**src/rtl/mem_ctrl.sv**
```systemverilog
// Memory access controller: latches a CPU request into MAR/MDR and issues one single-cycle RAM strobe.
// Optional range check (err output, no strobe beyond MEM_WORDS) is enabled by defining MEM_RANGE_CHECK_EN.
module mem_ctrl #(
    parameter int unsigned DATA_W      = 32,
    parameter int unsigned ADDR_W      = 9,
    parameter int unsigned MEM_WORDS   = 512,
    parameter int unsigned WAIT_CYCLES = 0
) (
    input  logic              clk,
    input  logic              clr_n,
    input  logic              req,
    input  logic              we,
    input  logic [ADDR_W-1:0] addr,
    input  logic [DATA_W-1:0] wr_data,
    input  logic [DATA_W-1:0] ram_data_out,
    output logic              busy,
    output logic              done,
    output logic [DATA_W-1:0] rd_data,
    output logic [ADDR_W-1:0] ram_address,
    output logic [DATA_W-1:0] ram_data_in,
    output logic              ram_read,
    output logic              ram_write
`ifdef MEM_RANGE_CHECK_EN
    ,
    output logic              err
`endif
);
    localparam int unsigned CNT_W = 4;

    typedef enum logic [2:0] {IDLE, SETUP, STROBE, HOLD, DONE} state_t;

    state_t            state_q, state_d;
    logic [ADDR_W-1:0] mar_q, mar_d;
    logic [DATA_W-1:0] mdr_q, mdr_d;
    logic [CNT_W-1:0]  cnt_q, cnt_d;
    logic              we_q, we_d;
    logic              busy_d, done_d, ram_read_d, ram_write_d;
    logic              strobe_en;

`ifdef MEM_RANGE_CHECK_EN
    logic oob_q, oob_d;
    logic err_d;
    assign strobe_en = ~oob_q;
`else
    assign strobe_en = 1'b1;
`endif

    // Next-state, datapath loads and next values of the registered outputs
    always_comb begin
        state_d = state_q;
        mar_d   = mar_q;
        mdr_d   = mdr_q;
        cnt_d   = cnt_q;
        we_d    = we_q;
`ifdef MEM_RANGE_CHECK_EN
        oob_d   = oob_q;
        err_d   = err;
`endif
        unique case (state_q)
            IDLE: begin
                if (req) begin
                    mar_d   = addr;
                    we_d    = we;
                    state_d = SETUP;
                    if (we) begin
                        mdr_d = wr_data;
                    end
`ifdef MEM_RANGE_CHECK_EN
                    oob_d = (32'(addr) >= 32'(MEM_WORDS));
                    err_d = 1'b0;
`endif
                end
            end
            SETUP:  state_d = STROBE;
            STROBE: begin
                cnt_d   = CNT_W'(WAIT_CYCLES);
                state_d = HOLD;
            end
            HOLD: begin
                if (cnt_q != '0) begin
                    cnt_d = cnt_q - CNT_W'(1);
                end else begin
                    // RAM output is valid from the edge after the strobe onward
                    if (!we_q && strobe_en) begin
                        mdr_d = ram_data_out;
                    end
`ifdef MEM_RANGE_CHECK_EN
                    err_d = oob_q;
`endif
                    state_d = DONE;
                end
            end
            DONE:    state_d = IDLE;
            default: state_d = IDLE;
        endcase

        busy_d      = (state_d != IDLE);
        done_d      = (state_d == DONE);
        ram_read_d  = (state_d == STROBE) && !we_d && strobe_en;
        ram_write_d = (state_d == STROBE) &&  we_d && strobe_en;
    end

    // State, MAR/MDR and registered outputs
    always_ff @(posedge clk or negedge clr_n) begin
        if (!clr_n) begin
            state_q   <= IDLE;
            mar_q     <= '0;
            mdr_q     <= '0;
            cnt_q     <= '0;
            we_q      <= 1'b0;
            busy      <= 1'b0;
            done      <= 1'b0;
            ram_read  <= 1'b0;
            ram_write <= 1'b0;
`ifdef MEM_RANGE_CHECK_EN
            oob_q     <= 1'b0;
            err       <= 1'b0;
`endif
        end else begin
            state_q   <= state_d;
            mar_q     <= mar_d;
            mdr_q     <= mdr_d;
            cnt_q     <= cnt_d;
            we_q      <= we_d;
            busy      <= busy_d;
            done      <= done_d;
            ram_read  <= ram_read_d;
            ram_write <= ram_write_d;
`ifdef MEM_RANGE_CHECK_EN
            oob_q     <= oob_d;
            err       <= err_d;
`endif
        end
    end

    assign rd_data     = mdr_q;
    assign ram_address = mar_q;
    assign ram_data_in = mdr_q;

endmodule

```
**config.mk**
```make
export PLATFORM = sky130hd
export DESIGN_NAME = mem_ctrl
export DESIGN_NICKNAME = d
export VERILOG_FILES = /design/src/rtl/mem_ctrl.sv
export SDC_FILE = /design/constraint.sdc
export NUM_CORES = 1
export LEC_CHECK = 0
export CORE_MARGIN = 2
export CORE_UTILIZATION = 25
export DETAILED_ROUTE_END_ITERATION = 7
export SYNTH_ARGS = -nofsm -noshare
export SYNTH_HDL_FRONTEND = slang
export SYNTH_SLANG_ARGS = --single-unit
```
**constraint.sdc**
```tcl
create_clock -name clk -period 4.4 [get_ports clk]
set_input_delay 1.32 -clock clk [delete_from_list [all_inputs] [get_ports clk]]
set_output_delay 1.32 -clock clk [all_outputs]
set_load 0.05 [all_outputs]
```
==> impl_metrics.yaml <==
logic_synthesis:
  syn-num-nets: 285
  synth_top_area_cell: "dfrtp_1"
  ys_async_sr_fraction_pct: 100
  synth_top_area_share_pct: 45.9
  synth_edf_count: 0
  synthDistinctLibCells: 32
  synth.area.top_cells: "dfrtp_1, mux2_4, mux2_2"
  syn_area_sq_mm: 0.00289
  netlist_instances: 206
  synth-seq-cells: 53
  ys_warn_count: 0
  synth_ff_type: "dfrtp_1"
  post_synth.cell_area_avg_sq_um: 14.0
  ys_seq_area_share_pct: 45.9
global_routing:
  grt_pass1_vias: 2206
  grt-ovfl-total: 0
  grt_usage_pct: 11.1
  grt_pass1_wl_um: 11200
  grt_max_degree: 37
  antenna_found_initial: 0
floorplan:
  core_area_sq_mm: 0.0114
  die_area_sq_mm: 0.0124
  rows: 39
  dieHeight_um: 112
  die_x_um: 112
  ios: 154
  start_util_pct: 25.4
drt:
  antenna_left: 0
  viasPerCell: 4.25
  wl_per_cell_um: 14.5
  drc: 0
  drt_pass1_iterations: 4
  wl_um: 6790
  vias: 1997
  drt_iter0_markers: 53
setup_path:
  crit_family: "buffers and inverters"
  slowest_stage: "o22a_4"
  crit_path_start_kind: "input port"
  crit_chain: "clkdlybuf4s50_1 -> nor4b_2 -> buf_4 -> o22a_4 -> mux2_1"
  cp_num_buf_inv: 2
  critPathCaptureType: "flip-flop"
  rrSetupSlack_ns: 1.82
  slowest_delay_ns: 0.55
  setup.worst_path.class: "in2reg"
  crit_fanout: 32
  critical_path_required_ns: 4.58
  arrival_ns: 3.28
clock_tree:
  clk_path_buf_depth: 2
  clk_latency_ns: 0.29
  cts_tree: "built"
  post_cts_buffers: 0
  cts_resized: 0
  clk_pin_slew_ns: 0.07
  cts_root_buf: "clkbuf_16"
  htree_levels: 2
  clock-sinks: 53
  postCtsHoldBufs: 0
  cts-buffers-inserted: 5
worst_hold_path:
  worstHoldPathType: "reg2reg"
timing:
  slew_headroom_pct: 58.7
  final_max_slew_viol_count: 0
  period_needed_ns: 3.10
  fin_skew_ns: 0.00706
  fin_setup_tns_ns: 0
  setup_viol: 0
  fmax_mhz: 322
  rsz0062_at_grt: "no"
  finalHoldViolations: 0
  worst_pin_slew_ns: 0.619
  finalCritPeriodShare_pct: 70.5
final_layout:
  area_growth_pct: 53.8
  antennaDiodeCount: 0
  drive_above_1_share_pct: 26.0
  finalNetCount: 405
placement:
  place.gp.congestion: 0.670
  hpwl_um: 4980
  numPortBuffers: 153
run_status:
  outcome: "completed"
job:
  maxCapViolCount: 0
[layout by cell type (no fill, tap or decap), types with 2 or more instances in the layout]
master           count
clkdlybuf4s50_1    152
dfrtp_1             53
mux2_2              38
mux2_4              30
mux2_1               6
clkbuf_16            5
nand2b_1             4
o21ai_0              3
a22o_1               3
inv_1                2
o21bai_1             2
a21oi_1              2
a31oi_1              2
nand2_1              2
ha_1                 2
buf_4                2
[per-stage QoR]
stage / std cells / utilization [%] / worst slack (ns) / cell area [sq um] / hold WS [ns]
2_1_floorplan: 206 / - / 2.01 / 2890 / 0.442
3_3_place_gp: 462 / 37.8 / 1.01 / 4300 / 0.474
3_5_place_dp: 462 / 37.8 / 0.967 / 4300 / 0.473
4_1_cts: 470 / 39.1 / 1.28 / 4450 / 0.482
5_1_grt: 470 / 39.1 / 1.19 / 4450 / 0.508
6_report: 470 / 39.1 / 1.30 / 4450 / 0.489
[layout make-up]
| cell class | count | area [sq um] |
|---|---|---|
| tap | 143 | 179 |
| sequential | 53 | 1330 |
| clock inverter | 2 | 13.8 |
| multi-input combinational | 109 | 1240 |
| fill | 1105 | 6920 |
| timing repair buffer | 155 | 1540 |
| inverter | 2 | 7.51 |
| clock buffer | 6 | 139 |
[worst paths after layout]
kind	start	endpoint	cells after the start
setup / recovery	req	ram_data_in[0]$_DFFE_PN0P_	5
hold / removal	we_q$_DFF_PN0_	ram_read$_DFF_PN0_	1
setup reg to reg	state_q[0]$_DFF_PN0_	ram_data_in[0]$_DFFE_PN0P_	4
hold reg to reg	we_q$_DFF_PN0_	ram_read$_DFF_PN0_	1
max in group asynchronous	clr_n	ram_data_in[1]$_DFFE_PN0P_	2
min in group asynchronous	clr_n	ram_data_in[23]$_DFFE_PN0P_	1
[Yosys cell counts (2+ instances only)]
library cell  count
o21ai_0           3
nand2b_1          4
buf_4            33
a21oi_1           2
o21bai_1          2
a31oi_1           2
mux2_2           38
inv_1             2
mux2_4           30
nand2_1           2
buf_6             4
mux2_1            6
buf_2             4
ha_1              2
dfrtp_1          53
a22o_1            3
[routing by layer]
| metal | track usage (%) | up-vias | part of all wire [%] |
|---|---|---|---|
| li1 | - | 930 | - |
| met1 | 13.2 | 975 | 42 |
| met2 | 19.7 | 86 | 51 |
| met3 | 3.16 | 6 | 6.0 |
| met4 | 2.80 | 0 | 0.93 |
| met5 | 0 | - | 0 |
[logic make-up after synthesis]
family / share of synthesized area [%]
buffers and inverters: 11.2
AND/OR/NAND/NOR: 5.11
AO/OA/AOI/OAI: 4.24
flip-flops: 45.9
adder cells (fa/ha/maj): 0.865
multiplexers: 32.7
[state kept, by name (all words and copies together) (netlist names), 3 cells and up]
register	cells
state_q	3
cnt_q	4
ram_data_in	32
ram_address	9
Power is not shown: default switching activity piles up to over one toggle a cycle in this logic, so the estimate is an artifact.
